[src/rtl/tm1638_scan_driver.sv]
// tm1638_scan_driver
//   Continuously refreshes a TM1638 LED/key controller over its 3-wire bus.
//   One refresh cycle is: mode command, address+16 data bytes, display
//   control, optional key read; each serial frame is followed by a gap.
//   Display inputs are captured once per cycle so a refresh never mixes
//   old and new values.
//
// Ports
//   clk         system clock, rising edge
//   rst         asynchronous reset, active low
//   seg_data    segment byte per digit, digit k at [8k+7:8k], bit0 = seg a
//   leds        LED k on when 1
//   brightness  pulse-width setting 0..7
//   display_on  display enable
//   out_clk_1   serial clock to the TM1638, idle high
//   strobe      chip select, active low
//   dio         serial data out, LSB first
//   dio_oe      1 = drive dio, 0 = pad released for reading
//   dio_in      serial data from the pad
//   keys        raw key state, 1 = pressed
//   key_valid   one-clock pulse when keys is updated
//   frame_done  one-clock pulse on the last gap clock of a refresh cycle
module tm1638_scan_driver #(
  parameter int NUM_DIGITS = 3,
  parameter int CLK_DIV    = 4,
  parameter int KEY_SCAN   = 1,
  parameter int READ_WAIT  = 8
) (
  input  logic                    clk,
  input  logic                    rst,
  input  logic [8*NUM_DIGITS-1:0] seg_data,
  input  logic [NUM_DIGITS-1:0]   leds,
  input  logic [2:0]              brightness,
  input  logic                    display_on,
  output logic                    out_clk_1,
  output logic                    strobe,
  output logic                    dio,
  output logic                    dio_oe,
  input  logic                    dio_in,
  output logic [2*NUM_DIGITS-1:0] keys,
  output logic                    key_valid,
  output logic                    frame_done
);

  localparam int KW = 2 * NUM_DIGITS;
  localparam int CW = 16;
  // Phase counters are loaded with (length - 1) and run down to zero.
  localparam logic [CW-1:0] HALF_CNT = CW'(CLK_DIV - 1);
  localparam logic [CW-1:0] GAP_CNT  = CW'(2 * CLK_DIV - 1);
  localparam logic [CW-1:0] WAIT_CNT = CW'(((READ_WAIT > 1) ? READ_WAIT : 1) - 1);

  typedef enum logic [2:0] {
    PH_GAP, PH_SETUP, PH_LO, PH_HI, PH_WAIT, PH_RLO, PH_RHI
  } phase_t;

  typedef enum logic [1:0] {FR_MODE, FR_DATA, FR_CTRL, FR_KEY} frame_t;

  localparam frame_t LAST_FRAME = (KEY_SCAN != 0) ? FR_KEY : FR_CTRL;

  phase_t                  phase_r;
  frame_t                  frame_r;
  frame_t                  next_frame_s;
  logic [CW-1:0]           cnt_r;
  logic [7:0]              bit_idx_r;
  logic [5:0]              rd_idx_r;
  logic                    rd_done_r;
  logic                    started_r;
  logic [KW-1:0]           key_shadow_r;
  logic [8*NUM_DIGITS-1:0] seg_snap_r;
  logic [NUM_DIGITS-1:0]   leds_snap_r;
  logic [2:0]              bright_snap_r;
  logic                    disp_snap_r;
  logic                    out_clk_r;
  logic                    strobe_r;
  logic                    dio_r;
  logic                    dio_oe_r;
  logic [KW-1:0]           keys_r;
  logic                    key_valid_r;
  logic                    frame_done_r;
  logic [127:0]            image_s;
  logic [4:0]              byte_idx_s;
  logic [3:0]              addr_s;
  logic [7:0]              tx_byte_s;
  logic                    tx_bit_s;
  logic [7:0]              nbits_s;

  assign out_clk_1  = out_clk_r;
  assign strobe     = strobe_r;
  assign dio        = dio_r;
  assign dio_oe     = dio_oe_r;
  assign keys       = keys_r;
  assign key_valid  = key_valid_r;
  assign frame_done = frame_done_r;

  // Frame sequencing; the key read is skipped in a write-only build.
  always_comb begin
    next_frame_s = FR_MODE;
    case (frame_r)
      FR_MODE: next_frame_s = FR_DATA;
      FR_DATA: next_frame_s = FR_CTRL;
      FR_CTRL: next_frame_s = (KEY_SCAN != 0) ? FR_KEY : FR_MODE;
      FR_KEY:  next_frame_s = FR_MODE;
      default: next_frame_s = FR_MODE;
    endcase
  end

  // Display RAM image: even address = segment byte, odd address = LED byte.
  always_comb begin
    image_s = 128'd0;
    for (int k = 0; k < NUM_DIGITS; k++) begin
      image_s[16*k +: 8]     = seg_snap_r[8*k +: 8];
      image_s[16*k + 8 +: 8] = {7'd0, leds_snap_r[k]};
    end
  end

  // Byte and bit currently on the wire; byte 0 of the data frame is 0xC0.
  always_comb begin
    byte_idx_s = bit_idx_r[7:3];
    addr_s     = bit_idx_r[6:3] - 4'd1;
    tx_byte_s  = 8'h00;
    case (frame_r)
      FR_MODE: tx_byte_s = 8'h40;
      FR_DATA: tx_byte_s = (byte_idx_s == 5'd0) ? 8'hC0 : image_s[{addr_s, 3'b000} +: 8];
      FR_CTRL: tx_byte_s = disp_snap_r ? {5'b10001, bright_snap_r} : 8'h80;
      FR_KEY:  tx_byte_s = 8'h42;
      default: tx_byte_s = 8'h00;
    endcase
    tx_bit_s = tx_byte_s[bit_idx_r[2:0]];
    nbits_s  = (frame_r == FR_DATA) ? 8'd136 : 8'd8;
  end

  // Bus sequencer: phase timing, serial shifting, key capture, pulses.
  always_ff @(posedge clk or negedge rst) begin
    if (!rst) begin
      phase_r       <= PH_GAP;
      frame_r       <= LAST_FRAME;
      cnt_r         <= GAP_CNT;
      bit_idx_r     <= 8'd0;
      rd_idx_r      <= 6'd0;
      rd_done_r     <= 1'b0;
      started_r     <= 1'b0;
      key_shadow_r  <= '0;
      seg_snap_r    <= '0;
      leds_snap_r   <= '0;
      bright_snap_r <= 3'd0;
      disp_snap_r   <= 1'b0;
      out_clk_r     <= 1'b1;
      strobe_r      <= 1'b1;
      dio_r         <= 1'b1;
      dio_oe_r      <= 1'b1;
      keys_r        <= '0;
      key_valid_r   <= 1'b0;
      frame_done_r  <= 1'b0;
    end else begin
      frame_done_r <= 1'b0;
      key_valid_r  <= 1'b0;
      // Publish keys the clock after the last read bit was sampled.
      if (rd_done_r) begin
        keys_r      <= key_shadow_r;
        key_valid_r <= 1'b1;
        rd_done_r   <= 1'b0;
      end
      if (cnt_r != '0) begin
        cnt_r <= cnt_r - 1'b1;
      end
      case (phase_r)
        PH_GAP: begin
          if (cnt_r == CW'(1) && frame_r == LAST_FRAME && started_r) begin
            frame_done_r <= 1'b1;
          end
          if (cnt_r == '0) begin
            frame_r   <= next_frame_s;
            strobe_r  <= 1'b0;
            phase_r   <= PH_SETUP;
            cnt_r     <= HALF_CNT;
            bit_idx_r <= 8'd0;
            rd_idx_r  <= 6'd0;
            if (next_frame_s == FR_MODE) begin
              seg_snap_r    <= seg_data;
              leds_snap_r   <= leds;
              bright_snap_r <= brightness;
              disp_snap_r   <= display_on;
              started_r     <= 1'b1;
            end
          end
        end
        PH_SETUP: begin
          if (cnt_r == '0) begin
            out_clk_r <= 1'b0;
            dio_r     <= tx_bit_s;
            phase_r   <= PH_LO;
            cnt_r     <= HALF_CNT;
          end
        end
        PH_LO: begin
          if (cnt_r == '0) begin
            out_clk_r <= 1'b1;
            bit_idx_r <= bit_idx_r + 8'd1;
            phase_r   <= PH_HI;
            cnt_r     <= HALF_CNT;
          end
        end
        PH_HI: begin
          // bit_idx_r already points at the next bit here.
          if (cnt_r == '0) begin
            if (bit_idx_r != nbits_s) begin
              out_clk_r <= 1'b0;
              dio_r     <= tx_bit_s;
              phase_r   <= PH_LO;
              cnt_r     <= HALF_CNT;
            end else if (frame_r == FR_KEY) begin
              dio_oe_r <= 1'b0;
              phase_r  <= PH_WAIT;
              cnt_r    <= WAIT_CNT;
            end else begin
              strobe_r <= 1'b1;
              dio_r    <= 1'b1;
              phase_r  <= PH_GAP;
              cnt_r    <= GAP_CNT;
            end
          end
        end
        PH_WAIT: begin
          if (cnt_r == '0) begin
            out_clk_r <= 1'b0;
            phase_r   <= PH_RLO;
            cnt_r     <= HALF_CNT;
          end
        end
        PH_RLO: begin
          if (cnt_r == '0) begin
            out_clk_r <= 1'b1;
            // Read bit n: byte n/8; bit 0 -> key 2b, bit 4 -> key 2b+1.
            for (int k = 0; k < KW; k++) begin
              if (k < 8 && rd_idx_r[1:0] == 2'b00 &&
                  {rd_idx_r[4:3], rd_idx_r[2]} == 3'(k)) begin
                key_shadow_r[k] <= dio_in;
              end
            end
            if (rd_idx_r == 6'd31) begin
              rd_done_r <= 1'b1;
            end
            rd_idx_r <= rd_idx_r + 6'd1;
            phase_r  <= PH_RHI;
            cnt_r    <= HALF_CNT;
          end
        end
        PH_RHI: begin
          if (cnt_r == '0) begin
            if (rd_idx_r == 6'd32) begin
              strobe_r <= 1'b1;
              dio_oe_r <= 1'b1;
              dio_r    <= 1'b1;
              phase_r  <= PH_GAP;
              cnt_r    <= GAP_CNT;
            end else begin
              out_clk_r <= 1'b0;
              phase_r   <= PH_RLO;
              cnt_r     <= HALF_CNT;
            end
          end
        end
        default: begin
          phase_r   <= PH_GAP;
          cnt_r     <= GAP_CNT;
          strobe_r  <= 1'b1;
          out_clk_r <= 1'b1;
          dio_r     <= 1'b1;
          dio_oe_r  <= 1'b1;
        end
      endcase
    end
  end

endmodule

[config.mk]
export PLATFORM = sky130hd
export DESIGN_NAME = tm1638_scan_driver
export DESIGN_NICKNAME = d
export VERILOG_FILES = /design/src/rtl/tm1638_scan_driver.sv
export SDC_FILE = /design/constraint.sdc
export NUM_CORES = 1
export LEC_CHECK = 0
export BUFFER_PORTS_ARGS = -buffer_cell sky130_fd_sc_hd__buf_2
export CAP_MARGIN = 40
export CORE_UTILIZATION = 39
export CTS_CLUSTER_SIZE = 12
export DETAILED_ROUTE_END_ITERATION = 16
export GPL_TIMING_DRIVEN = 0
export HOLD_SLACK_MARGIN = 0.06
export PLACE_DENSITY = 0.68
export SYNTH_ARGS = -nofsm -noshare
export SYNTH_HDL_FRONTEND = slang
export SYNTH_SLANG_ARGS = --single-unit
export TNS_END_PERCENT = 20
[constraint.sdc]
create_clock -name clk -period 3.7 [get_ports clk]
set_input_delay 0 -clock clk [delete_from_list [all_inputs] [get_ports clk]]
set_output_delay 0 -clock clk [all_outputs]
set_load 0.005 [all_outputs]
== After elaboration in Yosys (flattened, before gate mapping) ==
Index checks and enable logic that the tools add are counted.
Operators by class
  $add $sub $neg: 4
  multipliers: 0
  divide/modulo/power cells: 0
  $lt $le $gt $ge: 1
  eq/ne operators: 34
  shifts and indexed selects: 1
  mux-type cells: 58
  bitwise logic cells: 4
  reduce and logical (&&, ||, !) cells: 38
Operators by type and width (count)
  128-bit by 8-bit indexed part select with 8-bit output: 1
  16-bit 2-to-1 mux: 4
  16-bit one-hot mux with 3 select lines: 1
  3-bit 2-to-1 mux: 12
  8-bit 2-to-1 mux: 4
  8-bit one-hot mux with 4 select lines: 1
  3-bit AND reduction: 9
  2-bit != test, second input constant: 13
  1-bit 2-to-1 mux: 24
  3-bit one-hot mux with 7 select lines: 1
  7-bit AND reduction: 3
  16-bit by 1-bit == test with 1-bit output, second input constant: 1
  16-bit zero test: 1
  8-bit one-hot mux with 2 select lines: 1
  16-bit nonzero test: 1
  16-bit by 1-bit subtractor with 16-bit output, second input constant: 1
  3-bit == test, second input constant: 5
  3-bit by 2-bit == test with 1-bit output, second input constant: 4
  6-bit 2-to-1 mux: 2
  6-bit one-hot mux with 2 select lines: 1
  6-bit AND reduction: 2
  8-bit by 1-bit adder with 8-bit output, second input constant: 1
  1-bit logical AND: 8
  8-bit != test: 1
  other kinds (25): 38
Storage, ports and cells
  register bits: 86
  latch bits: 0
  RAM bits: 0
  bits in read-only memories: 0
  input port bits: 34
  logic and storage cells: 164
  memories kept: 0

== Logic depth before layout (Yosys ltp) ==
  word-level depth: 9
  mapped depth: 10
  mapped depth without buffers: 8

== Worst setup path after synthesis ==
OpenSTA, ideal clock, no wires.
  path kind: register to register
  from: reg bit_idx_r[3]
  to: reg dio_r, in the netlist dio
  library setup time: 0.077 ns
  data arrival time: 2.528 ns
  setup slack: 1.095 ns
  cell stages (with the launch flop): 9
  path buffers: 1
  cells stage by stage: dfrtp_1 > clkbuf_1 > inv_1 > ha_1 > xor2_1 > mux4_2 > o41ai_1 > o2111ai_1 > a31oi_1
On the way
  longest elaborated chain between the ends: 9
  elaborated cells between the ends (all ways): 14
  those cells by class: 1 x add/sub; 2 x eq/ne; 1 x shift; 8 x mux; 2 x reduce/logical
Ends and longest elaborated chain
  from (decl): RTL line 64  | logic [7:0] bit_idx_r;
  from (signal assigned): RTL line 198  | bit_idx_r <= bit_idx_r + 8'd1;
  4-bit by 1-bit subtractor with 4-bit output: RTL line 119  | addr_s = bit_idx_r[6:3] - 4'd1;
  128-bit by 8-bit indexed part select with 8-bit output: RTL line 123  | FR_DATA: tx_byte_s = (byte_idx_s == 5'd0) ? 8'hC0 : image_s[{addr_s, 3'b000} +: 8];
  8-bit 2-to-1 mux: RTL line 123
  8-bit one-hot mux with 4 select lines: RTL line 121  | case (frame_r)
  1-bit binary-select mux with 3-bit select: RTL line 128  | tx_bit_s = tx_byte_s[bit_idx_r[2:0]];
  1-bit 2-to-1 mux (not written as such): RTL line 128
  1-bit 2-to-1 mux: RTL line 206  | if (bit_idx_r != nbits_s) begin
  1-bit 2-to-1 mux: RTL line 205  | if (cnt_r == '0) begin
  1-bit one-hot mux with 4 select lines: RTL line 166  | case (phase_r)
  to (signal assigned): RTL line 190  | dio_r <= tx_bit_s;
  to (signal assigned): RTL line 208  | dio_r <= tx_bit_s;
  to (decl): RTL line 75  | logic dio_r;
Parallel ways exist; a longest one is shown, timed or not. The select of a mux whose other input is x is not followed.
A chain may end at the register's enable or synchronous reset.

== Worst setup path after layout ==
Same ends and word-level chain as after synthesis.

==> metrics.md <==
| Metric | Value |
|---|---|
| Outcome | `complete, no violations` |
| CTS H-tree depth | `3` |
| Critical path required time | `3.97 ns` |
| Worst Hold Class | `primary input to async pin` |
| Dpl ws | `0.611 ns` |
| Total gr overflow | `0` |
| Layout cells sized above 1 | `0.199` |
| # IOs | `46` |
| Cts bufs inserted | `9` |
| Detailed-route wire length | `9910 um` |
| Final period util | `0.847` |
| Gp weighted congestion | `0.847` |
| Core footprint | `11000 sq um` |
| Longest Clk Path Bufs | `2` |
| Worst endpoint data arrival time | `3.40 ns` |
| Max-Slew Margin vs Limit | `0.567` |
| Final setup violation count | `0` |
| Vias in the first global route | `3626` |
| Die H | `109 um` |
| Post-route ant nets | `0` |
| DRC | `0` |
| Max Fanout on Critical Path | `10` |
| Crit-path cells | `clkbuf_1 > inv_1 > ha_1 > xor2_1 > mux4_2 > o41ai_1 > o2111ai_1 > a31oi_1` |
| Slew Viols, Final | `0` |
| Worst Setup End Kind | `flop` |
| Leakage | `2.63 nW` |
| Synth Register Bits | `86` |
| DIE AREA | `12000 sq um` |
| Most area-consuming cells after synthesis | `dfrtp_1 (43%), mux2_1 (7.8%), dfstp_2 (5.3%), ha_1 (4.2%), mux2_2 (3.3%)` |
| Synthesized net count | `472` |
| Wire length per cell | `15.1 um` |
| Fmax | `319 MHz` |
| Die width | `109 um` |
| First-pass GRT wire length | `17000 um` |
| Fin. Hold Viols | `0` |
| Largest net degree at the start of global routing | `52` |
| Seq/Total Area, Yosys | `0.480` |
| Distinct cells, synth | `61` |
| DR iter-0 viols | `166` |
| Total design power | `1.93 mW` |
| Final core occ | `0.505` |
| # port buffers | `45` |
| Layout Skew | `0.00640 ns` |
| Total track usage | `0.185` |
| Area delta synth->final | `23.6%` |
| Worst path max stage delay | `0.61 ns` |
| Mapped cell area | `4500 sq um` |
| Final Cell Area | `5570 sq um` |
| FP Rows | `38` |
| First-pass detailed-route iteration total | `4` |
| Clock Tree Root | `clkbuf_16` |
| Total number of vias | `3491` |
| Cell taking the most area after synthesis | `dfrtp_1` |
| Placed cell areas | `4930 sq um` |
| CTS tree | `done` |
| Share of the synthesized area in the top cell type | `0.428` |
| Sum Neg Setup Slack | `0 ns` |
| Share of synthesized registers carrying an async set or reset | `1.00` |
| Post-layout worst setup margin | `0.568 ns` |
| Delay-heaviest family, CP | `compound AO/OA/AOI/OAI gates` |
| Number of flops mapped to enable cells by yosys | `0` |
| CP max-delay cell | `mux4_2` |
| Clk slew on worst S/H paths | `0.06 ns` |
| Clk sinks | `86` |
| Max IR drop VDD | `0.265 mV` |
| WS Path Type | `flop to flop` |
| Nets | `562` |
| Top post-synthesis cells by count | `dfrtp_1 (77), nand2_1 (35), mux2_1 (31), nor2_1 (26), inv_1 (22)` |
| Sum of buffers and inverters on the critical path | `2` |
| Cells after synthesis | `423` |
| Worst slew pin tran | `0.648 ns` |
| Synth Warn # | `0` |
| Starting density of the core | `0.408` |
| Most numerous cell in the Yosys netlist | `dfrtp_1` |
| Initial antenna violation count | `0` |
| Period minus WS final | `3.13 ns` |
| RSZ-0062 raised after global routing | `no` |
| DR vias/cell | `5.31` |
| Worst-Skew Late Latency | `0.34 ns` |
| Avg Cell Area, Syn | `10.6 sq um` |
| Max-cap viol count | `0` |
| Most used DFF post-synth | `dfrtp_1` |
| Hpwl dp | `6860 um` |
| Antenna Cells | `0` |
| Power Density | `346 nW/um^2` |
| Crit path launch type | `flop` |
==> stage by stage <==
stage	cells	hold slack, ns
5_1_grt	658	0.224
3_5_place_dp	609	-0.00361
6_report	658	0.167
3_3_place_gp	608	0.217
2_1_floorplan	423	-0.296
4_1_cts	658	0.173
==> cell usage in the layout (no fill, tap or decap), types with 14 or more instances in the layout <==
| master | Yosys | final |
|---|---|---|
| nor2_1 | 26 | 26 |
| nor3_1 | 14 | 14 |
| buf_2 | 4 | 48 |
| mux2_1 | 31 | 31 |
| o21ai_0 | 21 | 21 |
| nand2_1 | 35 | 35 |
| inv_1 | 22 | 22 |
| nand3_1 | 17 | 17 |
| ha_1 | 15 | 15 |
| dlygate4sd3_1 | 0 | 33 |
| dfrtp_1 | 77 | 77 |
==> power breakdown <==
part | switching (mW) | internal [mW]
registers | 0.00127 | 0.944
logic | 0.0298 | 0.0401
clock network | 0.370 | 0.541
total | 0.401 | 1.53
==> area by class of cell <==
| class | instances | area (sq um) |
|---|---|---|
| clock buffers | 11 | 243 |
| repair buffers | 79 | 586 |
| fillers | 990 | 5470 |
| well taps | 140 | 175 |
| plain buffers | 23 | 126 |
| multi-input cells | 292 | 2130 |
| flip-flops and latches | 86 | 2160 |
| clock inverters | 5 | 58.8 |
| inverters | 22 | 82.6 |
==> flip-flops by register name, summed over array words and instances, names as in the netlist, 2 cells and up <==
register	cells
keys	6
leds_snap_r	3
frame_r	2
seg_snap_r	24
bright_snap_r	3
phase_r	3
bit_idx_r	8
cnt_r	16
key_shadow_r	6
rd_idx_r	6
==> per-layer routing <==
layer | GRT usage | routed length, um | share of wire | up-vias
met2 | 0.324 | 5060 | 0.51 | 63
met1 | 0.219 | 4400 | 0.44 | 1735
li1 | - | - | - | 1680
met4 | 0.0705 | 148 | 0.015 | 0
met3 | 0.0468 | 297 | 0.030 | 13
met5 | 0 | 0 | 0 | -
==> worst paths after layout <==
path / start / end / slack, ns / cells after the start
max in group asynchronous: rst / frame_r[0] / 2.88 / 3
min in group clk: rd_done_r / key_valid / 0.38 / 0
min: rst / key_shadow_r[3] / 0.17 / 2
max: bit_idx_r[3] / dio / 0.57 / 8
max reg2reg: bit_idx_r[3] / dio / 0.57 / 8
min reg2reg: rd_done_r / key_valid / 0.38 / 0
==> repair_timing <==
item,4_1_cts,5_1_grt
gates resized for setup,0,0
setup buffers,0,0
hold buffers,33,0
endpoints found under the hold margin,121,0
==> kinds of logic after synthesis <==
group	share of synthesized area
buffers and inverters	0.0464
flip-flops	0.480
multiplexers	0.142
AND/OR/NAND/NOR	0.158
XOR/XNOR	0.0389
AO/OA/AOI/OAI	0.0900
adder cells (fa/ha/maj)	0.0439
(Power assumes the default switching activity.)
